`src/rtl/neighbor_table_update_if.sv`:
```
// neighbor_table_update_if: shared data-memory port of the neighbor table writer.
// The master drives a registered word address, write data and write enable;
// read data returns in the cycle after the address changes.
interface neighbor_table_update_if;
   logic [10:0] address;
   logic [15:0] data_out;
   logic        wr_en;
   logic [15:0] data_in;

   modport master (
      output address,
      output data_out,
      output wr_en,
      input  data_in
   );

   modport slave (
      input  address,
      input  data_out,
      input  wr_en,
      output data_in
   );
endinterface

```
`src/rtl/neighbor_table_update.sv`:
```
// neighbor_table_update: inserts or refreshes one advertised neighbor (ID, hops,
// Q value) in the neighbor table held in shared data memory.
// Table words: IDs at 0x072+2n, hops at 0x132+2n, Q at 0x172+2n, count at 0x2C4.
// The count word is written last, so an interrupted append never becomes visible.
// Optional feature macro: NTU_MIN_HOPS_EN -- a refresh only overwrites the stored
// hop count when the advertised one is strictly smaller.
module neighbor_table_update #(
   parameter int MAX_NEIGHBORS = 32
) (
   input  logic                    clock,
   input  logic                    nrst,
   input  logic                    en,
   input  logic                    start,
   input  logic [15:0]             nodeID,
   input  logic [15:0]             pkt_nodeID,
   input  logic [15:0]             pkt_hops,
   input  logic [15:0]             pkt_QValue,
   neighbor_table_update_if.master mbus,
   output logic                    done,
   output logic                    new_entry,
   output logic                    table_full
);
   localparam int CW = $clog2(MAX_NEIGHBORS + 1);
   localparam logic [10:0]   ID_BASE    = 11'h072;
   localparam logic [10:0]   HOPS_BASE  = 11'h132;
   localparam logic [10:0]   Q_BASE     = 11'h172;
   localparam logic [10:0]   COUNT_ADDR = 11'h2C4;
   localparam logic [CW-1:0] MAX_CNT    = CW'(MAX_NEIGHBORS);

   typedef enum logic [3:0] {
      S_WAIT    = 4'd0,
      S_START   = 4'd1,
      S_COUNT   = 4'd2,
      S_SCAN    = 4'd3,
      S_APPEND  = 4'd4,
      S_WRID    = 4'd5,
      S_WRHOPS  = 4'd6,
      S_WRQ     = 4'd7,
      S_WRCOUNT = 4'd8,
      S_DONE    = 4'd9,
      S_RDHOPS  = 4'd10
   } state_t;

   state_t        state_q;
   logic [CW-1:0] n_q;
   logic [CW-1:0] count_q;
   logic [15:0]   id_q;
   logic [15:0]   hops_q;
   logic [15:0]   qval_q;
   logic          append_q;
   logic [10:0]   address_q;
   logic [15:0]   data_out_q;
   logic          wr_en_q;
   logic          done_q;
   logic          new_entry_q;
   logic          table_full_q;

   logic [CW-1:0] count_d;
   logic [CW-1:0] n_inc_d;
   logic [15:0]   count_inc_d;

   // Word address of slot idx in the region starting at base (2-byte spacing).
   function automatic logic [10:0] slot_addr(input logic [10:0] base, input logic [CW-1:0] idx);
      return base + {{(10-CW){1'b0}}, idx, 1'b0};
   endfunction

   // A stored count beyond capacity is clamped so the scan never leaves the table.
   assign count_d     = (mbus.data_in > 16'(MAX_NEIGHBORS)) ? MAX_CNT : mbus.data_in[CW-1:0];
   assign n_inc_d     = n_q + {{(CW-1){1'b0}}, 1'b1};
   assign count_inc_d = {{(16-CW){1'b0}}, count_q} + 16'd1;

   assign mbus.address  = address_q;
   assign mbus.data_out = data_out_q;
   assign mbus.wr_en    = wr_en_q;
   assign done          = done_q;
   assign new_entry     = new_entry_q;
   assign table_full    = table_full_q;

   // Control FSM: scan for the ID, then refresh or append, all outputs registered.
   always_ff @(posedge clock) begin
      if (nrst) begin
         state_q      <= S_WAIT;
         n_q          <= {CW{1'b0}};
         count_q      <= {CW{1'b0}};
         id_q         <= 16'd0;
         hops_q       <= 16'd0;
         qval_q       <= 16'd0;
         append_q     <= 1'b0;
         address_q    <= 11'd0;
         data_out_q   <= 16'd0;
         wr_en_q      <= 1'b0;
         done_q       <= 1'b0;
         new_entry_q  <= 1'b0;
         table_full_q <= 1'b0;
      end else begin
         done_q       <= 1'b0;
         new_entry_q  <= 1'b0;
         table_full_q <= 1'b0;
         case (state_q)
            S_WAIT: begin
               wr_en_q <= 1'b0;
               if (en) begin
                  n_q      <= {CW{1'b0}};
                  count_q  <= {CW{1'b0}};
                  append_q <= 1'b0;
                  state_q  <= S_START;
               end else begin
                  state_q <= S_WAIT;
               end
            end
            S_START: begin
               wr_en_q <= 1'b0;
               if (start) begin
                  id_q     <= pkt_nodeID;
                  hops_q   <= pkt_hops;
                  qval_q   <= pkt_QValue;
                  append_q <= 1'b0;
                  if (pkt_nodeID == nodeID) begin
                     done_q  <= 1'b1;
                     state_q <= S_DONE;
                  end else begin
                     address_q <= COUNT_ADDR;
                     state_q   <= S_COUNT;
                  end
               end else begin
                  state_q <= S_START;
               end
            end
            S_COUNT: begin
               count_q <= count_d;
               if (count_d == {CW{1'b0}}) begin
                  state_q <= S_APPEND;
               end else begin
                  n_q       <= {CW{1'b0}};
                  address_q <= ID_BASE;
                  state_q   <= S_SCAN;
               end
            end
            S_SCAN: begin
               if (mbus.data_in == id_q) begin
                  address_q <= slot_addr(HOPS_BASE, n_q);
`ifdef NTU_MIN_HOPS_EN
                  state_q   <= S_RDHOPS;
`else
                  data_out_q <= hops_q;
                  wr_en_q    <= 1'b1;
                  state_q    <= S_WRHOPS;
`endif
               end else begin
                  n_q <= n_inc_d;
                  if (n_inc_d == count_q) begin
                     state_q <= S_APPEND;
                  end else begin
                     address_q <= slot_addr(ID_BASE, n_inc_d);
                     state_q   <= S_SCAN;
                  end
               end
            end
`ifdef NTU_MIN_HOPS_EN
            S_RDHOPS: begin
               wr_en_q <= 1'b1;
               if (hops_q < mbus.data_in) begin
                  data_out_q <= hops_q;
                  state_q    <= S_WRHOPS;
               end else begin
                  address_q  <= slot_addr(Q_BASE, n_q);
                  data_out_q <= qval_q;
                  state_q    <= S_WRQ;
               end
            end
`endif
            S_APPEND: begin
               if (count_q == MAX_CNT) begin
                  table_full_q <= 1'b1;
                  done_q       <= 1'b1;
                  state_q      <= S_DONE;
               end else begin
                  n_q        <= count_q;
                  address_q  <= slot_addr(ID_BASE, count_q);
                  data_out_q <= id_q;
                  wr_en_q    <= 1'b1;
                  append_q   <= 1'b1;
                  state_q    <= S_WRID;
               end
            end
            S_WRID: begin
               address_q  <= slot_addr(HOPS_BASE, n_q);
               data_out_q <= hops_q;
               wr_en_q    <= 1'b1;
               state_q    <= S_WRHOPS;
            end
            S_WRHOPS: begin
               address_q  <= slot_addr(Q_BASE, n_q);
               data_out_q <= qval_q;
               wr_en_q    <= 1'b1;
               state_q    <= S_WRQ;
            end
            S_WRQ: begin
               if (append_q) begin
                  address_q  <= COUNT_ADDR;
                  data_out_q <= count_inc_d;
                  wr_en_q    <= 1'b1;
                  state_q    <= S_WRCOUNT;
               end else begin
                  wr_en_q <= 1'b0;
                  done_q  <= 1'b1;
                  state_q <= S_DONE;
               end
            end
            S_WRCOUNT: begin
               wr_en_q     <= 1'b0;
               done_q      <= 1'b1;
               new_entry_q <= 1'b1;
               state_q     <= S_DONE;
            end
            S_DONE: begin
               wr_en_q <= 1'b0;
               if (en) begin
                  state_q <= S_START;
               end else begin
                  state_q <= S_WAIT;
               end
            end
            default: begin
               wr_en_q <= 1'b0;
               state_q <= S_WAIT;
            end
         endcase
      end
   end
endmodule

```
`src/flat_wrapper.sv`:
```
// flat-port wrapper written by rule: the top's interface ports become plain ports
module neighbor_table_update_flat 
#(
   parameter int MAX_NEIGHBORS = 32
)
  (clock, nrst, en, start, nodeID, pkt_nodeID, pkt_hops, pkt_QValue, done, new_entry, table_full, mbus_address, mbus_data_out, mbus_wr_en, mbus_data_in);
  neighbor_table_update_if mbus_i ();
  input  logic clock;
  input  logic nrst;
  input  logic en;
  input  logic start;
  input  logic [15:0] nodeID;
  input  logic [15:0] pkt_nodeID;
  input  logic [15:0] pkt_hops;
  input  logic [15:0] pkt_QValue;
  output logic done;
  output logic new_entry;
  output logic table_full;
  output wire logic [$bits(mbus_i.address)-1:0] mbus_address;
  output wire logic [$bits(mbus_i.data_out)-1:0] mbus_data_out;
  output wire logic [$bits(mbus_i.wr_en)-1:0] mbus_wr_en;
  input wire logic [$bits(mbus_i.data_in)-1:0] mbus_data_in;
  assign mbus_address = mbus_i.address;
  assign mbus_data_out = mbus_i.data_out;
  assign mbus_wr_en = mbus_i.wr_en;
  assign mbus_i.data_in = mbus_data_in;
  neighbor_table_update #(.MAX_NEIGHBORS(MAX_NEIGHBORS)) u_core (.clock(clock), .nrst(nrst), .en(en), .start(start), .nodeID(nodeID), .pkt_nodeID(pkt_nodeID), .pkt_hops(pkt_hops), .pkt_QValue(pkt_QValue), .mbus(mbus_i), .done(done), .new_entry(new_entry), .table_full(table_full));
endmodule
```
`config.mk`:
```
export PLATFORM = sky130hd
export DESIGN_NAME = neighbor_table_update_flat
export DESIGN_NICKNAME = d
export VERILOG_FILES = /design/src/rtl/neighbor_table_update_if.sv /design/src/rtl/neighbor_table_update.sv /design/src/flat_wrapper.sv
export SDC_FILE = /design/constraint.sdc
export NUM_CORES = 1
export LEC_CHECK = 0
export ABC_AREA = 0
export CORE_ASPECT_RATIO = 1.25
export CORE_MARGIN = 3
export CORE_UTILIZATION = 45
export DETAILED_ROUTE_END_ITERATION = 6
export PLACE_DENSITY_LB_ADDON = 0.08
export SYNTH_ARGS = -nofsm -noshare
export SYNTH_HDL_FRONTEND = slang
export SYNTH_SLANG_ARGS = --single-unit
```
`constraint.sdc`:
```
create_clock -name clock -period 2.5 [get_ports clock]
set_input_delay 0.5 -clock clock [delete_from_list [all_inputs] [get_ports clock]]
set_output_delay 0.5 -clock clock [all_outputs]
set_load 0.005 [all_outputs]
```
==> impl.org, run 1 <==
** Status
- The flow ran to the end, and the final reports show no timing, DRC or antenna violations.

** Placed design
- Prior to clock tree synthesis, the placed netlist has a worst setup slack of -329.6 ps.
- IO Port Bufs :: 112
- Placed Instances :: 992
- Once placement finished, the instance area stood at 7193 µm².
- GPL Wtd Cong :: 0.9274
- Half-perimeter wire length after placement :: 14.18 mm

** Synth
- Total of warnings raised by yosys :: 0
- Yosys attributes the largest share of cell area to sky130_fd_sc_hd__dfxtp_1 (34%), sky130_fd_sc_hd__a21oi_1 (8.4%), sky130_fd_sc_hd__nand2_1 (8.4%).
- Post-synth ARST share :: 0
- The share of the Yosys chip area taken by registers is 0.3379.
- The biggest area contributor in the post-synthesis netlist is sky130_fd_sc_hd__dfxtp_1.
- After synthesis the cells add up to 5569 µm².
- Number of distinct standard cells referenced by the synthesized netlist :: 76
- The synthesized design contains 94 register bits.
- Yosys top cell area share :: 0.3379
- Counting every instance in the synthesized netlist gives 703.
- Post-Syn Area per Cell :: 7.922 µm²
- Predominant post-synthesis flop cell :: sky130_fd_sc_hd__dfxtp_1
- Yosys mapped a number of flops with a built-in enable equal to 0.

** Critical path
- STA classifies the critical path endpoint as a flip-flop.
- Largest fanout on the critical path :: 7
- Source of the worst register-to-register timing path :: u_core.n_q[0]
- Signal arrival time at the worst endpoint :: 2610 ps
- For the worst flop-to-flop path, the logic depth is 9.
- The endpoint identified for the worst register-to-register timing path is u_core.mbus.address[9].
- Startpoint class of the critical path :: primary input
- Data on the critical path is required at its endpoint by 2730 ps.
- Register-to-register setup slack :: 180 ps
- The critical path in this run is classified as in2reg.

** Global routing
- Entering global routing, the biggest net connects 50 pins.
- The first global-routing pass estimated 28.48 mm of wire.
- Antenna violations before repair :: 0
- Overflow left after global routing :: 0
- Tot GR Track Use :: 0.2611
- The via count of the first global-routing pass is 5666.

** Finish
- Net count, final :: 930
- Of the cells placed in the final design, the portion with a size suffix greater than 1 is 0.1511.
- The number of antenna diodes in the final layout is 0.
- Compared with the post-synthesis result, the final layout area differs by 34.73%.
- Utilization after layout :: 0.6339
- Summing all non-filler instances in the final layout gives an area of 7503 µm².
- Final Non-Filler Cells :: 1008

** CTS
- Post-CTS timing repair inserted 0 buffers for setup.
- Clock edge transition at the registers on the reported setup and hold paths :: 70 ps
- In this run the deepest clock path goes through 2 buffers.
- Root Buffer Master :: sky130_fd_sc_hd__clkbuf_16
- CTS Hold Buffers Added :: 0
- TritonCTS built the clock tree.
- The clock drives 94 sinks.
- Number of CTS-inserted buffers :: 9
- At the later pin of the worst-skew pair, clock insertion delay measures 360 ps.
- In this run the number of H-tree levels came out at 3.

** STA
- Of the available clock period, the critical path in the final layout requires 0.9525.
- For the final database, setup skew stands at 9.041 ps.
- Final hold vios :: 0
- Minimum clock period after layout :: 2381 ps
- In this run the tightest slew margin relative to its limit is 0.3983.
- Timing-limited maximum frequency :: 0.4200 GHz
- Pins over their slew limit :: 0
- After layout, the worst setup slack is 118.9 ps.
- For the pin with the worst max-slew slack, the measured transition is 890.0 ps.
- Final setup viols :: 0
- Setup repair after global routing missed its margin :: no

** Worst hold path
- Hold crit path type :: reg2reg
- Hold depth :: 2
- Min-delay src :: u_core.hops_q[11]
- Worst min-delay path endpoint :: u_core.hops_q[11]

** Detailed routing
- After detailed routing, the number of remaining DRC violations is 0.
- The routed layout has 5696 vias.
- DR pass1 iterations :: 5
- Wires add up to 18.06 mm.
- In the final routed layout, each cell accounts on average for 17.91 µm.
- The detail route stage leaves a number of antenna-violating nets equal to 0.
- The detailed router finished its first iteration with 324 violations.
- Ratio of routed vias to standard cells :: 5.651

** Power
- The share of total power dissipated in the clock network is 0.355.
- In this run the power density over the cells is 528.7 nW/µm².
- VDD sags by at most 0.0004067 V.
- Power comes to 3.967 mW.
- Int Pwr :: 2.724 mW
- Of the total power, combinational logic draws 0.231.
- Net switching power :: 1.243 mW
- Of the total power, the share spent switching nets is 0.3133.
- In this run the static leakage power is 2.667 nW.
- Sequential share of power :: 0.414

** Die
- The floorplan step set the die width to 105.5 µm.
- Vertical extent of the die :: 130.4 µm
- I/O pin cnt :: 115
- The floorplan step defined a die boundary enclosing 13750 µm².
- The core region is 11840 µm².
- Number of placement rows :: 44
- For this configuration, the core starts out at a cell density of 0.4705.

** Run
- Maxcap violations :: 0
## critical path, cell delays in order
cell	delay, ps
sky130_fd_sc_hd__clkdlybuf4s50_1	440
sky130_fd_sc_hd__or4_4	590
sky130_fd_sc_hd__nor4_4	250
sky130_fd_sc_hd__buf_4	180
sky130_fd_sc_hd__a31oi_4	110
sky130_fd_sc_hd__o211a_1	260
sky130_fd_sc_hd__a21oi_1	210
sky130_fd_sc_hd__a211oi_2	60
## sequential cells by signal (all words and copies together), names as in the netlist
signal,cells
u_core.done,1
u_core.id_q,16
u_core.new_entry,1
u_core.hops_q,16
u_core.state_q,4
u_core.count_q,6
u_core.mbus.wr_en,1
u_core.qval_q,16
u_core.table_full,1
u_core.n_q,6
u_core.mbus.data_out,16
u_core.mbus.address,9
u_core.append_q,1
## cells in the mapped netlist, types with 12 or more instances
| library cell | number |
|---|---|
| sky130_fd_sc_hd__a21oi_1 | 94 |
| sky130_fd_sc_hd__buf_2 | 21 |
| sky130_fd_sc_hd__clkbuf_1 | 28 |
| sky130_fd_sc_hd__dfxtp_1 | 94 |
| sky130_fd_sc_hd__mux2i_1 | 14 |
| sky130_fd_sc_hd__nand2_1 | 125 |
| sky130_fd_sc_hd__nand3_1 | 12 |
| sky130_fd_sc_hd__nor2_1 | 41 |
| sky130_fd_sc_hd__nor3_1 | 19 |
| sky130_fd_sc_hd__o21ai_0 | 21 |
| sky130_fd_sc_hd__xnor2_1 | 15 |
| sky130_fd_sc_hd__xor2_1 | 38 |
## routing by layer
layer  vias up  GRT usage  routed length (µm)
met2       191     0.4775                9176
li1       2781          -                   -
met5         -          0                   0
met4         0     0.1456                 920
met1      2667     0.2924                7111
met3        57    0.03784                 850
## worst max-delay path by stage
| stage | slack, ps | depth (start not counted) | from | endpoint |
|---|---|---|---|---|
| after floorplan | 210 | 9 | u_core.count_q[0] | u_core.mbus.address[5] |
| after global placement | -270 | 8 | mbus_data_in[7] | u_core.mbus.data_out[0] |
| after detailed placement | -330 | 8 | mbus_data_in[4] | u_core.mbus.data_out[0] |
| after CTS | 10 | 9 | mbus_data_in[4] | u_core.mbus.data_out[1] |
| after global routing | 10 | 8 | mbus_data_in[10] | u_core.mbus.data_out[11] |
| final | 120 | 8 | mbus_data_in[10] | u_core.mbus.address[4] |
## power groups by stage
stage	combinational, mW	sequential [mW]	clock (mW)
6_report	0.918	1.64	1.41
5_1_grt	0.996	1.65	1.48
2_1_floorplan	0.533	1.65	0
4_1_cts	0.917	1.64	1.42
3_5_place_dp	0.913	1.68	0
3_3_place_gp	0.899	1.67	0
## cells by family after synthesis
logic type / count (synthesis) / share of synthesized area
compound gates: 206 / 0.2485
xor+xnor: 54 / 0.08627
other cells: 1 / 0.0006734
fa+ha+maj: 4 / 0.008987
simple gates: 255 / 0.2218
flops: 94 / 0.3379
mux: 21 / 0.03999
buf+inv: 68 / 0.05594
## cells in the final DEF, fill, tap and decap left out, types with 8 or more instances in the layout
cell / n
sky130_fd_sc_hd__nand2_1: 125
sky130_fd_sc_hd__o21ai_0: 20
sky130_fd_sc_hd__clkbuf_16: 9
sky130_fd_sc_hd__buf_4: 72
sky130_fd_sc_hd__nor2_1: 41
sky130_fd_sc_hd__nand3_1: 12
sky130_fd_sc_hd__clkdlybuf4s50_1: 111
sky130_fd_sc_hd__a22oi_1: 11
sky130_fd_sc_hd__nor3_1: 19
sky130_fd_sc_hd__dfxtp_1: 94
sky130_fd_sc_hd__a21oi_1: 94
sky130_fd_sc_hd__xor2_1: 38
sky130_fd_sc_hd__mux2i_1: 14
sky130_fd_sc_hd__inv_1: 8
sky130_fd_sc_hd__o22ai_1: 9
sky130_fd_sc_hd__xnor2_1: 15
## through the flow
step                      hold slack, ps  setup TNS (ps)
final                              456.0               0
after global routing               482.9               0
after CTS                          455.8               0
after detailed placement           445.7           -7667
after global placement             440.9           -5919
after floorplan                    431.7               0
## final cells by class
cell class | instances | area [µm²]
clock buffer | 9 | 225.2
clock inverter | 7 | 75.07
fill | 1067 | 4333
inverter | 9 | 33.78
multi-input combinational | 542 | 3390
sequential | 94 | 1882
tap | 161 | 201.4
timing repair buffer | 186 | 1697
## what timing repair did
item | in CTS | in global routing
setup endpoints to repair | 0 | 12
gates resized for setup | 0 | 4
hold endpoints to repair | 0 | 0
Note: power is estimated with default switching activity, not from simulation.
==> run 2, diff against run 1 <==
Settings changed: SKIP_CTS_REPAIR_TIMING set to 1.
==> results of run 2 <==
Final layout, timing and power as in run 1 (identical DEF).
